<file path="src/rtl/level_monitor_multi_pkg.sv">
// Shared types and helpers for the multi-channel level monitor: FSM state encoding,
// thermometer-code validation and popcount, and the reset value of the low threshold.
package level_pkg;

   localparam int MAX_W      = 32;
   localparam int TH_LOW_RST = 1;   // high threshold resets to SENSOR_W, which is a module parameter

   typedef enum logic [1:0] {
      ST_NORMAL,
      ST_HIGH,
      ST_LOW,
      ST_FAULT
   } state_e;

   function automatic int popcount(input logic [MAX_W-1:0] x);
      int n;
      n = 0;
      for (int i = 0; i < MAX_W; i++) n += int'(x[i]);
      return n;
   endfunction

   // Nonzero and of the form 0..01..1: adding one to a run of LSB ones clears every set bit.
   function automatic logic thermo_valid(input logic [MAX_W-1:0] x);
      return (x != '0) && ((x & (x + 1'b1)) == '0);
   endfunction

endpackage

</file>
<file path="src/rtl/level_monitor_multi_if.sv">
// Pad-side bundle of the level monitor: sensor/setup/button inputs and the display/LED outputs.
// master = stimulus/pad side, slave = the monitor core.
interface level_monitor_multi_if #(
   parameter int SENSOR_W = 8,
   parameter int CHANNELS = 2
);
   localparam int LVL_W = $clog2(SENSOR_W + 1);
   localparam int CH_W  = (CHANNELS > 1) ? $clog2(CHANNELS) : 1;

   logic [CHANNELS*SENSOR_W-1:0] sensors_input;
   logic [SENSOR_W-1:0]          setup_input;
   logic [CH_W-1:0]              ch_sel;
   logic                         saveH_button;
   logic                         saveL_button;
   logic                         ack_button;
   logic [CHANNELS*LVL_W-1:0]    level_out;
   logic [CHANNELS-1:0]          level_valid;
   logic [CHANNELS-1:0]          alarm_high;
   logic [CHANNELS-1:0]          alarm_low;
   logic [CHANNELS-1:0]          fault;
   logic                         setup_error;

   modport master (
      output sensors_input, setup_input, ch_sel, saveH_button, saveL_button, ack_button,
      input  level_out, level_valid, alarm_high, alarm_low, fault, setup_error
   );

   modport slave (
      input  sensors_input, setup_input, ch_sel, saveH_button, saveL_button, ack_button,
      output level_out, level_valid, alarm_high, alarm_low, fault, setup_error
   );
endinterface

</file>
<file path="src/rtl/level_monitor_multi_debouncer.sv">
// Raw push-button conditioner: 2-FF synchroniser, stability counter, and a one-cycle
// pulse on each rising edge of the debounced level.
module button_debouncer #(
   parameter int DEBOUNCE_CYCLES = 1_000_000
) (
   input  logic clk,
   input  logic rst_n,
   input  logic i_btn,
   output logic o_rise
);
   localparam int CNT_W = $clog2(DEBOUNCE_CYCLES + 1);

   logic [1:0]       r_sync;
   logic             r_stable;
   logic [CNT_W-1:0] r_cnt;

   always_ff @(posedge clk or negedge rst_n) begin
      // NOTE: sequential state uses <= so every flop samples pre-edge values regardless of statement order.
      if (!rst_n) begin
         r_sync   <= 2'b00;
         r_stable <= 1'b0;
         r_cnt    <= '0;
         o_rise   <= 1'b0;
      end else begin
         r_sync <= {r_sync[0], i_btn};
         o_rise <= 1'b0;
         if (r_sync[1] == r_stable) begin
            r_cnt <= '0;
         end else if (r_cnt == CNT_W'(DEBOUNCE_CYCLES - 1)) begin
            r_stable <= r_sync[1];
            r_cnt    <= '0;
            o_rise   <= r_sync[1];
         end else begin
            r_cnt <= r_cnt + 1'b1;
         end
      end
   end
endmodule

</file>
<file path="src/rtl/level_monitor_multi.sv">
// Multi-channel tank level monitor: per-channel sample filter, thermometer decode and alarm FSM
// with hysteresis, plus button-driven threshold setup. `define ALARM_LATCH_EN for sticky, ack-cleared alarms.
module level_monitor_multi
   import level_pkg::*;
#(
   parameter int SENSOR_W        = 8,
   parameter int CHANNELS        = 2,
   parameter int STABLE_CYCLES   = 1000,
   parameter int DEBOUNCE_CYCLES = 1_000_000,
   parameter int HYST            = 1
) (
   input  logic                 clk_100MHz,
   input  logic                 reset_n,
   level_monitor_multi_if.slave bus
);
   localparam int LVL_W = $clog2(SENSOR_W + 1);
   localparam int CH_W  = (CHANNELS > 1) ? $clog2(CHANNELS) : 1;
   localparam int CNT_W = $clog2(STABLE_CYCLES + 1);

   // Reset asserts asynchronously but is released on a clock edge.
   logic [1:0] r_rst_sync;
   logic       w_rst_n;

   always_ff @(posedge clk_100MHz or negedge reset_n) begin
      if (!reset_n) r_rst_sync <= 2'b00;
      else          r_rst_sync <= {r_rst_sync[0], 1'b1};
   end
   assign w_rst_n = r_rst_sync[1];

   logic w_h_rise, w_l_rise;

   button_debouncer #(.DEBOUNCE_CYCLES(DEBOUNCE_CYCLES)) u_deb_h (
      .clk(clk_100MHz), .rst_n(w_rst_n), .i_btn(bus.saveH_button), .o_rise(w_h_rise));
   button_debouncer #(.DEBOUNCE_CYCLES(DEBOUNCE_CYCLES)) u_deb_l (
      .clk(clk_100MHz), .rst_n(w_rst_n), .i_btn(bus.saveL_button), .o_rise(w_l_rise));

`ifdef ALARM_LATCH_EN
   logic w_ack_rise;
   button_debouncer #(.DEBOUNCE_CYCLES(DEBOUNCE_CYCLES)) u_deb_ack (
      .clk(clk_100MHz), .rst_n(w_rst_n), .i_btn(bus.ack_button), .o_rise(w_ack_rise));
`else
   logic w_unused_ack;
   assign w_unused_ack = bus.ack_button;
`endif

   logic [LVL_W-1:0] r_th_high [CHANNELS];
   logic [LVL_W-1:0] r_th_low  [CHANNELS];
   logic [LVL_W-1:0] w_set_lvl, w_sel_high, w_sel_low;
   logic             w_set_ok, w_sel_ok, w_do_h, w_do_l, w_err;
   logic             r_setup_error;

   always_comb begin
      // NOTE: every comb output is given a default first so no path leaves it unassigned and infers a latch.
      w_set_lvl  = LVL_W'(popcount(MAX_W'(bus.setup_input)));
      w_set_ok   = thermo_valid(MAX_W'(bus.setup_input));
      w_sel_ok   = int'(bus.ch_sel) < CHANNELS;
      w_sel_high = '0;
      w_sel_low  = '0;
      for (int c = 0; c < CHANNELS; c++) begin
         if (CH_W'(c) == bus.ch_sel) begin
            w_sel_high = r_th_high[c];
            w_sel_low  = r_th_low[c];
         end
      end
      w_do_h = 1'b0;
      w_do_l = 1'b0;
      w_err  = 1'b0;
      if (w_h_rise && w_l_rise) begin
         w_err = 1'b1;
      end else if (w_h_rise) begin
         if (w_sel_ok && w_set_ok && (w_set_lvl > w_sel_low)) w_do_h = 1'b1;
         else                                                 w_err  = 1'b1;
      end else if (w_l_rise) begin
         if (w_sel_ok && w_set_ok && (w_set_lvl < w_sel_high)) w_do_l = 1'b1;
         else                                                  w_err  = 1'b1;
      end
   end

   always_ff @(posedge clk_100MHz or negedge w_rst_n) begin
      if (!w_rst_n) begin
         // NOTE: the threshold array is tiny and must restart at known limits, so it is reset like plain flops.
         for (int c = 0; c < CHANNELS; c++) begin
            r_th_high[c] <= LVL_W'(SENSOR_W);
            r_th_low[c]  <= LVL_W'(TH_LOW_RST);
         end
         r_setup_error <= 1'b0;
      end else begin
         r_setup_error <= w_err;
         for (int c = 0; c < CHANNELS; c++) begin
            if (CH_W'(c) == bus.ch_sel) begin
               if (w_do_h) r_th_high[c] <= w_set_lvl;
               if (w_do_l) r_th_low[c]  <= w_set_lvl;
            end
         end
      end
   end
   assign bus.setup_error = r_setup_error;

   for (genvar c = 0; c < CHANNELS; c++) begin : g_ch
      logic [SENSOR_W-1:0] w_word, r_prev;
      logic [CNT_W-1:0]    r_cnt;
      logic [LVL_W-1:0]    r_level;
      logic                w_accept, r_valid, r_acc_ok, r_acc_bad;
      logic                w_hi, w_lo, w_flt, r_hi, r_lo, r_flt;
      state_e              r_state, w_next;

      assign w_word   = bus.sensors_input[c*SENSOR_W +: SENSOR_W];
      assign w_accept = (w_word == r_prev) && (r_cnt == CNT_W'(STABLE_CYCLES - 1));

      // Counter saturates one past the accept point so a held word is accepted only once.
      always_ff @(posedge clk_100MHz or negedge w_rst_n) begin
         if (!w_rst_n) begin
            r_prev    <= '0;
            r_cnt     <= '0;
            r_level   <= '0;
            r_valid   <= 1'b0;
            r_acc_ok  <= 1'b0;
            r_acc_bad <= 1'b0;
         end else begin
            r_prev    <= w_word;
            r_acc_ok  <= 1'b0;
            r_acc_bad <= 1'b0;
            if (w_word != r_prev)                     r_cnt <= '0;
            else if (r_cnt < CNT_W'(STABLE_CYCLES)) r_cnt <= r_cnt + 1'b1;
            if (w_accept) begin
               if (thermo_valid(MAX_W'(w_word))) begin
                  r_level  <= LVL_W'(popcount(MAX_W'(w_word)));
                  r_valid  <= 1'b1;
                  r_acc_ok <= 1'b1;
               end else begin
                  r_valid   <= 1'b0;
                  r_acc_bad <= 1'b1;
               end
            end
         end
      end

      always_ff @(posedge clk_100MHz or negedge w_rst_n) begin
         if (!w_rst_n) begin
            r_state <= ST_NORMAL;
            r_hi    <= 1'b0;
            r_lo    <= 1'b0;
            r_flt   <= 1'b0;
         end else begin
            r_state <= w_next;
            r_hi    <= w_hi;
            r_lo    <= w_lo;
            r_flt   <= w_flt;
         end
      end

      // Thresholds are only compared once a valid level exists, so the reset level of 0 raises no alarm.
      always_comb begin
         int hi_exit, lo_exit;
         hi_exit = (int'(r_th_high[c]) > HYST) ? int'(r_th_high[c]) - HYST : 0;
         lo_exit = int'(r_th_low[c]) + HYST;
         w_next  = r_state;
         if (r_acc_bad) begin
            w_next = ST_FAULT;
         end else begin
            case (r_state)
               ST_NORMAL: if (r_valid) begin
                  if (r_level >= r_th_high[c])     w_next = ST_HIGH;
                  else if (r_level <= r_th_low[c]) w_next = ST_LOW;
               end
               ST_HIGH:   if (int'(r_level) < hi_exit) w_next = ST_NORMAL;
               ST_LOW:    if (int'(r_level) > lo_exit) w_next = ST_NORMAL;
               ST_FAULT:  if (r_acc_ok)                w_next = ST_NORMAL;
               default:   w_next = ST_NORMAL;
            endcase
         end
      end

      always_comb begin
`ifdef ALARM_LATCH_EN
         logic clr;
         clr   = w_ack_rise && (r_state == ST_NORMAL);
         w_hi  = (r_hi  && !clr) || (w_next == ST_HIGH);
         w_lo  = (r_lo  && !clr) || (w_next == ST_LOW);
         w_flt = (r_flt && !clr) || (w_next == ST_FAULT);
`else
         w_hi  = (w_next == ST_HIGH);
         w_lo  = (w_next == ST_LOW);
         w_flt = (w_next == ST_FAULT);
`endif
      end

      assign bus.level_out[c*LVL_W +: LVL_W] = r_level;
      assign bus.level_valid[c]              = r_valid;
      assign bus.alarm_high[c]               = r_hi;
      assign bus.alarm_low[c]                = r_lo;
      assign bus.fault[c]                    = r_flt;
   end
endmodule
</file>
<file path="src/flat_wrapper.sv">
// flat-port wrapper written by rule: the top's interface ports become plain ports
module level_monitor_multi_flat import level_pkg::*;
#(
   parameter int SENSOR_W        = 8,
   parameter int CHANNELS        = 2,
   parameter int STABLE_CYCLES   = 1000,
   parameter int DEBOUNCE_CYCLES = 1_000_000,
   parameter int HYST            = 1
)
  (clk_100MHz, reset_n, bus_sensors_input, bus_setup_input, bus_ch_sel, bus_saveH_button, bus_saveL_button, bus_ack_button, bus_level_out, bus_level_valid, bus_alarm_high, bus_alarm_low, bus_fault, bus_setup_error);
  level_monitor_multi_if #(.SENSOR_W(SENSOR_W), .CHANNELS(CHANNELS)) bus_i ();
  input  logic clk_100MHz;
  input  logic reset_n;
  input wire logic [$bits(bus_i.sensors_input)-1:0] bus_sensors_input;
  input wire logic [$bits(bus_i.setup_input)-1:0] bus_setup_input;
  input wire logic [$bits(bus_i.ch_sel)-1:0] bus_ch_sel;
  input wire logic [$bits(bus_i.saveH_button)-1:0] bus_saveH_button;
  input wire logic [$bits(bus_i.saveL_button)-1:0] bus_saveL_button;
  input wire logic [$bits(bus_i.ack_button)-1:0] bus_ack_button;
  output wire logic [$bits(bus_i.level_out)-1:0] bus_level_out;
  output wire logic [$bits(bus_i.level_valid)-1:0] bus_level_valid;
  output wire logic [$bits(bus_i.alarm_high)-1:0] bus_alarm_high;
  output wire logic [$bits(bus_i.alarm_low)-1:0] bus_alarm_low;
  output wire logic [$bits(bus_i.fault)-1:0] bus_fault;
  output wire logic [$bits(bus_i.setup_error)-1:0] bus_setup_error;
  assign bus_i.sensors_input = bus_sensors_input;
  assign bus_i.setup_input = bus_setup_input;
  assign bus_i.ch_sel = bus_ch_sel;
  assign bus_i.saveH_button = bus_saveH_button;
  assign bus_i.saveL_button = bus_saveL_button;
  assign bus_i.ack_button = bus_ack_button;
  assign bus_level_out = bus_i.level_out;
  assign bus_level_valid = bus_i.level_valid;
  assign bus_alarm_high = bus_i.alarm_high;
  assign bus_alarm_low = bus_i.alarm_low;
  assign bus_fault = bus_i.fault;
  assign bus_setup_error = bus_i.setup_error;
  level_monitor_multi #(.SENSOR_W(SENSOR_W), .CHANNELS(CHANNELS), .STABLE_CYCLES(STABLE_CYCLES), .DEBOUNCE_CYCLES(DEBOUNCE_CYCLES), .HYST(HYST)) u_core (.clk_100MHz(clk_100MHz), .reset_n(reset_n), .bus(bus_i));
endmodule
</file>
<file path="config.mk">
export PLATFORM = sky130hd
export DESIGN_NAME = level_monitor_multi_flat
export DESIGN_NICKNAME = d
export VERILOG_FILES = /design/src/rtl/level_monitor_multi_pkg.sv /design/src/rtl/level_monitor_multi_if.sv /design/src/rtl/level_monitor_multi_debouncer.sv /design/src/rtl/level_monitor_multi.sv /design/src/flat_wrapper.sv
export SDC_FILE = /design/constraint.sdc
export NUM_CORES = 1
export LEC_CHECK = 0
export CORE_MARGIN = 2
export CORE_UTILIZATION = 60
export CTS_BUF_LIST = sky130_fd_sc_hd__clkbuf_8 sky130_fd_sc_hd__clkbuf_16
export CTS_CLUSTER_DIAMETER = 120
export DETAILED_ROUTE_END_ITERATION = 10
export GPL_ROUTABILITY_DRIVEN = 1
export PLACE_DENSITY = 0.8
export RECOVER_POWER = 25
export SLEW_MARGIN = 10
export SYNTH_ARGS = -nofsm -noshare
export SYNTH_HDL_FRONTEND = slang
export SYNTH_HIERARCHICAL = 1
export SYNTH_SLANG_ARGS = --single-unit
</file>
<file path="constraint.sdc">
create_clock -name clk_100MHz -period 4.4 [get_ports clk_100MHz]
set_input_delay 0.44 -clock clk_100MHz [delete_from_list [all_inputs] [get_ports clk_100MHz]]
set_output_delay 0.44 -clock clk_100MHz [all_outputs]
set_load 0.005 [all_outputs]
</file>
==> out/summary.txt <==
total gr overflow -> 0
final worst slack -> 0.0971 ns
Met1 Routed Length -> 6.67 mm
Post-synth EDFFs -> 0
Fin Hold WS -> 0.199 ns
Net Sw Power -> 727 uW
worst reg-to-reg setup slack -> 1.73 ns
clock root buffer -> clkbuf_16
chip height -> 116 um
WL met3 -> 493 um
total number of yosys warnings -> 6
GP Congestion -> 0.853
initial antenna violation count -> 0
status -> finished, violations left
CP required -> 4.70 ns
reg-to-reg endpoint -> u_core/g_ch[0].r_level[1]
fin crit period -> 4.30 ns
fraction of layout cells with a size suffix above 1 -> 12.5%
Int Power -> 2210 uW
met2 routed WL -> 7.79 mm
initial core utilization -> 62.1%
die area -> 13500 um2
Pwr Density -> 331 nW/um2
part of the power in registers -> 41.0%
Crit path arrival time -> 4.61 ns
Routed Antenna Nets -> 0
clk_lat worst skew -> 0.43 ns
main area contributors after synthesis -> dfrtp_1 (41%), ha_1 (11%), xor2_1 (4.3%), inv_1 (4.1%), fa_1 (3.2%)
Hold WC Path Type -> reg2async
fmax -> 232 MHz
failing checks -> capacitance limit, slew limit
CTS buffer count -> 17
Worst Reg-to-Reg Cells -> 1
worst vdd ir -> 296 uV
post-synth net total -> 853
Clk pin slew, worst setup/hold paths -> 0.05 ns
number of core rows -> 40
mapped cell area -> 7550 um2
htree depth -> 4
clk sink count -> 127
Final Net Count -> 913
Top Ports -> 47
largest net degree at the start of global routing -> 72
Area Overhead vs Synth -> 17.2%
CP Class -> in2reg
residual DRC count -> 0
pre-CTS setup slack -> -0.465 ns
Netlist cell types -> 59
Fin. Hold Viols -> 0
vias per cell -> 5.65
Wirelength per Cell -> 15.5 um
Post-Syn Instances -> 746
clock power share -> 46.1%
Main synth FF type -> dfrtp_1
# diodes -> 0
Yosys top cell area share -> 40.8%
max layer used -> met4
Critical Path Sink -> u_core/r_th_high[1]
Sum Neg Setup Slack -> 0 ns
Setup Viol. Count Final -> 0
max_cap viols -> 1
hpwl dp -> 10.7 mm
CP startpoint -> bus_setup_input[3]
Die Wd -> 116 um
Comb pwr share -> 12.9%
clk_skew -> 0.00880 ns
startpoint types -> input port
Syn Area/Cell -> 10.1 um2
first-pass GRT wire length -> 26.2 mm
DRT iter0 DRCs -> 328
via count -> 5578
Routed Wire Length -> 15.3 mm
vias in the first global route -> 5780
Worst-Margin Slew -> 2.25 ns
Async S/R FF share, synth -> 100%
fraction of power spent switching nets -> 24.8%
#FFs+latches synth -> 127
# fillers -> 848
crit share post-route -> 97.8%
gr usage total -> 24.7%
max-slew violations -> 44
Crit Path Max Fanout -> 4
register area share after synthesis -> 42.1%
leakage -> 0.00406 uW
Buffers on Ports -> 45
Yosys top cell by area -> dfrtp_1
Non-Filler Instances -> 987
CTS tree -> done
DRT Pass-1 Iters -> 5
Slew HR -> -49.8%
Overall Power -> 2930 uW
core area -> 12200 um2
placed cells -> 954
worst r2r src -> u_core/r_rst_sync[1]
CP Capture Type -> register
largest buffer count on any clock path -> 2
-- critical path, stage by stage --
cell and delay, ns:
clkdlybuf4s50_1 0.44, fa_1 0.50, inv_1 0.05, fa_1 0.46, fa_1 0.50, inv_1 0.05, ha_1 0.21, fa_2 0.37
xor2_2 0.17, buf_4 0.15, ha_1 0.30, nand4_1 0.10, nand3b_1 0.09, a21oi_2 0.15, buf_4 0.14, nand3_2 0.12
mux2_4 0.35
-- layer usage --
layer / vias to the layer above / global-route usage [%]
met5: - / 0
met4: 0 / 9.37
met3: 30 / 5.19
met2: 96 / 42.2
met1: 2737 / 31.2
li1: 2715 / -
-- cells in the mapped netlist (10+ instances only) --
| master | instances |
|---|---|
| xor2_1 | 37 |
| nand2_1 | 25 |
| mux2i_1 | 15 |
| dfrtp_1 | 123 |
| or4_1 | 11 |
| xnor2_1 | 24 |
| nand3_1 | 31 |
| o31ai_1 | 12 |
| inv_1 | 83 |
| nor2b_1 | 11 |
| o21ai_0 | 21 |
| nand4_1 | 17 |
| ha_1 | 65 |
| nor2_1 | 63 |
| nor4_1 | 10 |
| a21oi_1 | 36 |
| clkbuf_1 | 13 |
| mux2_2 | 21 |
| fa_1 | 12 |
-- registers in the layout, summed over array words and instances, names as in the netlist, 4 cells and up --
register,cells
u_core/g_ch.r_level,8
u_core/g_ch.r_prev,16
u_core/g_ch.r_cnt,20
u_core/r_th_low,8
u_core/u_deb_l/r_cnt,20
u_core/u_deb_h/r_cnt,20
u_core/g_ch.r_state,4
u_core/r_th_high,8
-- worst min path at each step --
stage               slack [ns]  cells past startpoint                 endpoint
floorplan                 0.14                      0     u_core/r_rst_sync[0]
global placement          0.16                      0  u_core/u_deb_h/r_cnt[3]
detailed placement        0.16                      0  u_core/u_deb_h/r_cnt[2]
CTS                       0.16                      1     u_core/r_rst_sync[1]
global route              0.24                      0  u_core/u_deb_h/r_cnt[2]
finish                    0.20                      0  u_core/u_deb_h/r_cnt[2]
-- cell usage in the layout (no fill, tap or decap), drive strengths merged, types with 11 or more instances in the layout --
cell | netlist | routed
fa | 12 | 12
or3 | 11 | 11
nand4 | 17 | 17
nor2 | 63 | 63
inv | 83 | 86
buf | 11 | 19
nand2 | 25 | 25
clkbuf | 13 | 20
dfrtp | 123 | 123
dlygate4sd3 | 0 | 19
mux2i | 15 | 15
mux2 | 21 | 21
clkdlybuf4s50 | 0 | 24
o21ai | 21 | 21
and3 | 11 | 11
a21oi | 36 | 36
xnor2 | 24 | 24
nor2b | 11 | 11
or4 | 12 | 12
nor4 | 11 | 11
nand3 | 33 | 33
o31ai | 12 | 12
xor2 | 37 | 37
ha | 65 | 65
-- logic make-up (layout without fill, tap and decap cells) --
logic type,after synthesis,in the layout,share of synthesized area (%)
xor gates and xnor gates,61,61,7.07
DFF,127,127,42.1
AOI/OAI and AO/OA,105,105,9.00
and+or+nand+nor,232,232,16.9
buffers and inverters,107,180,5.75
other,1,1,0.0497
adders and majority gates,77,77,13.9
muxes,36,36,5.12
-- stage by stage --
step                      util (%)  instance area [um2]
after floorplan                  -                 7550
after detailed placement      67.7                 8240
final                         72.8                 8850
after CTS                     72.5                 8820
after global routing          72.8                 8850
after global placement        67.7                 8240
-- area by class of cell --
cell class	count	area, um2	area share [%]
multi-input combinational	512	3970	44.8
sequential	127	3180	36.0
timing repair buffer	65	602	6.80
clock buffer	19	453	5.12
inverter	83	312	3.52
tap	168	210	2.37
clock inverter	13	125	1.41
-- what timing repair did --
action	in CTS	in global routing
hold buffers	0	0
endpoints found under the setup margin	3	16
buffers inserted	0	1
pin swaps	1	2
resized for setup	2	9
-- power groups by stage --
stage	clock (uW)	sequential, uW	combinational [uW]
after floorplan	0	1230	199
after global placement	0	1220	329
after detailed placement	0	1220	355
after CTS	1370	1200	365
after global routing	1430	1200	424
final	1350	1200	378
No activity file was read; power rests on OpenSTA's default activity.
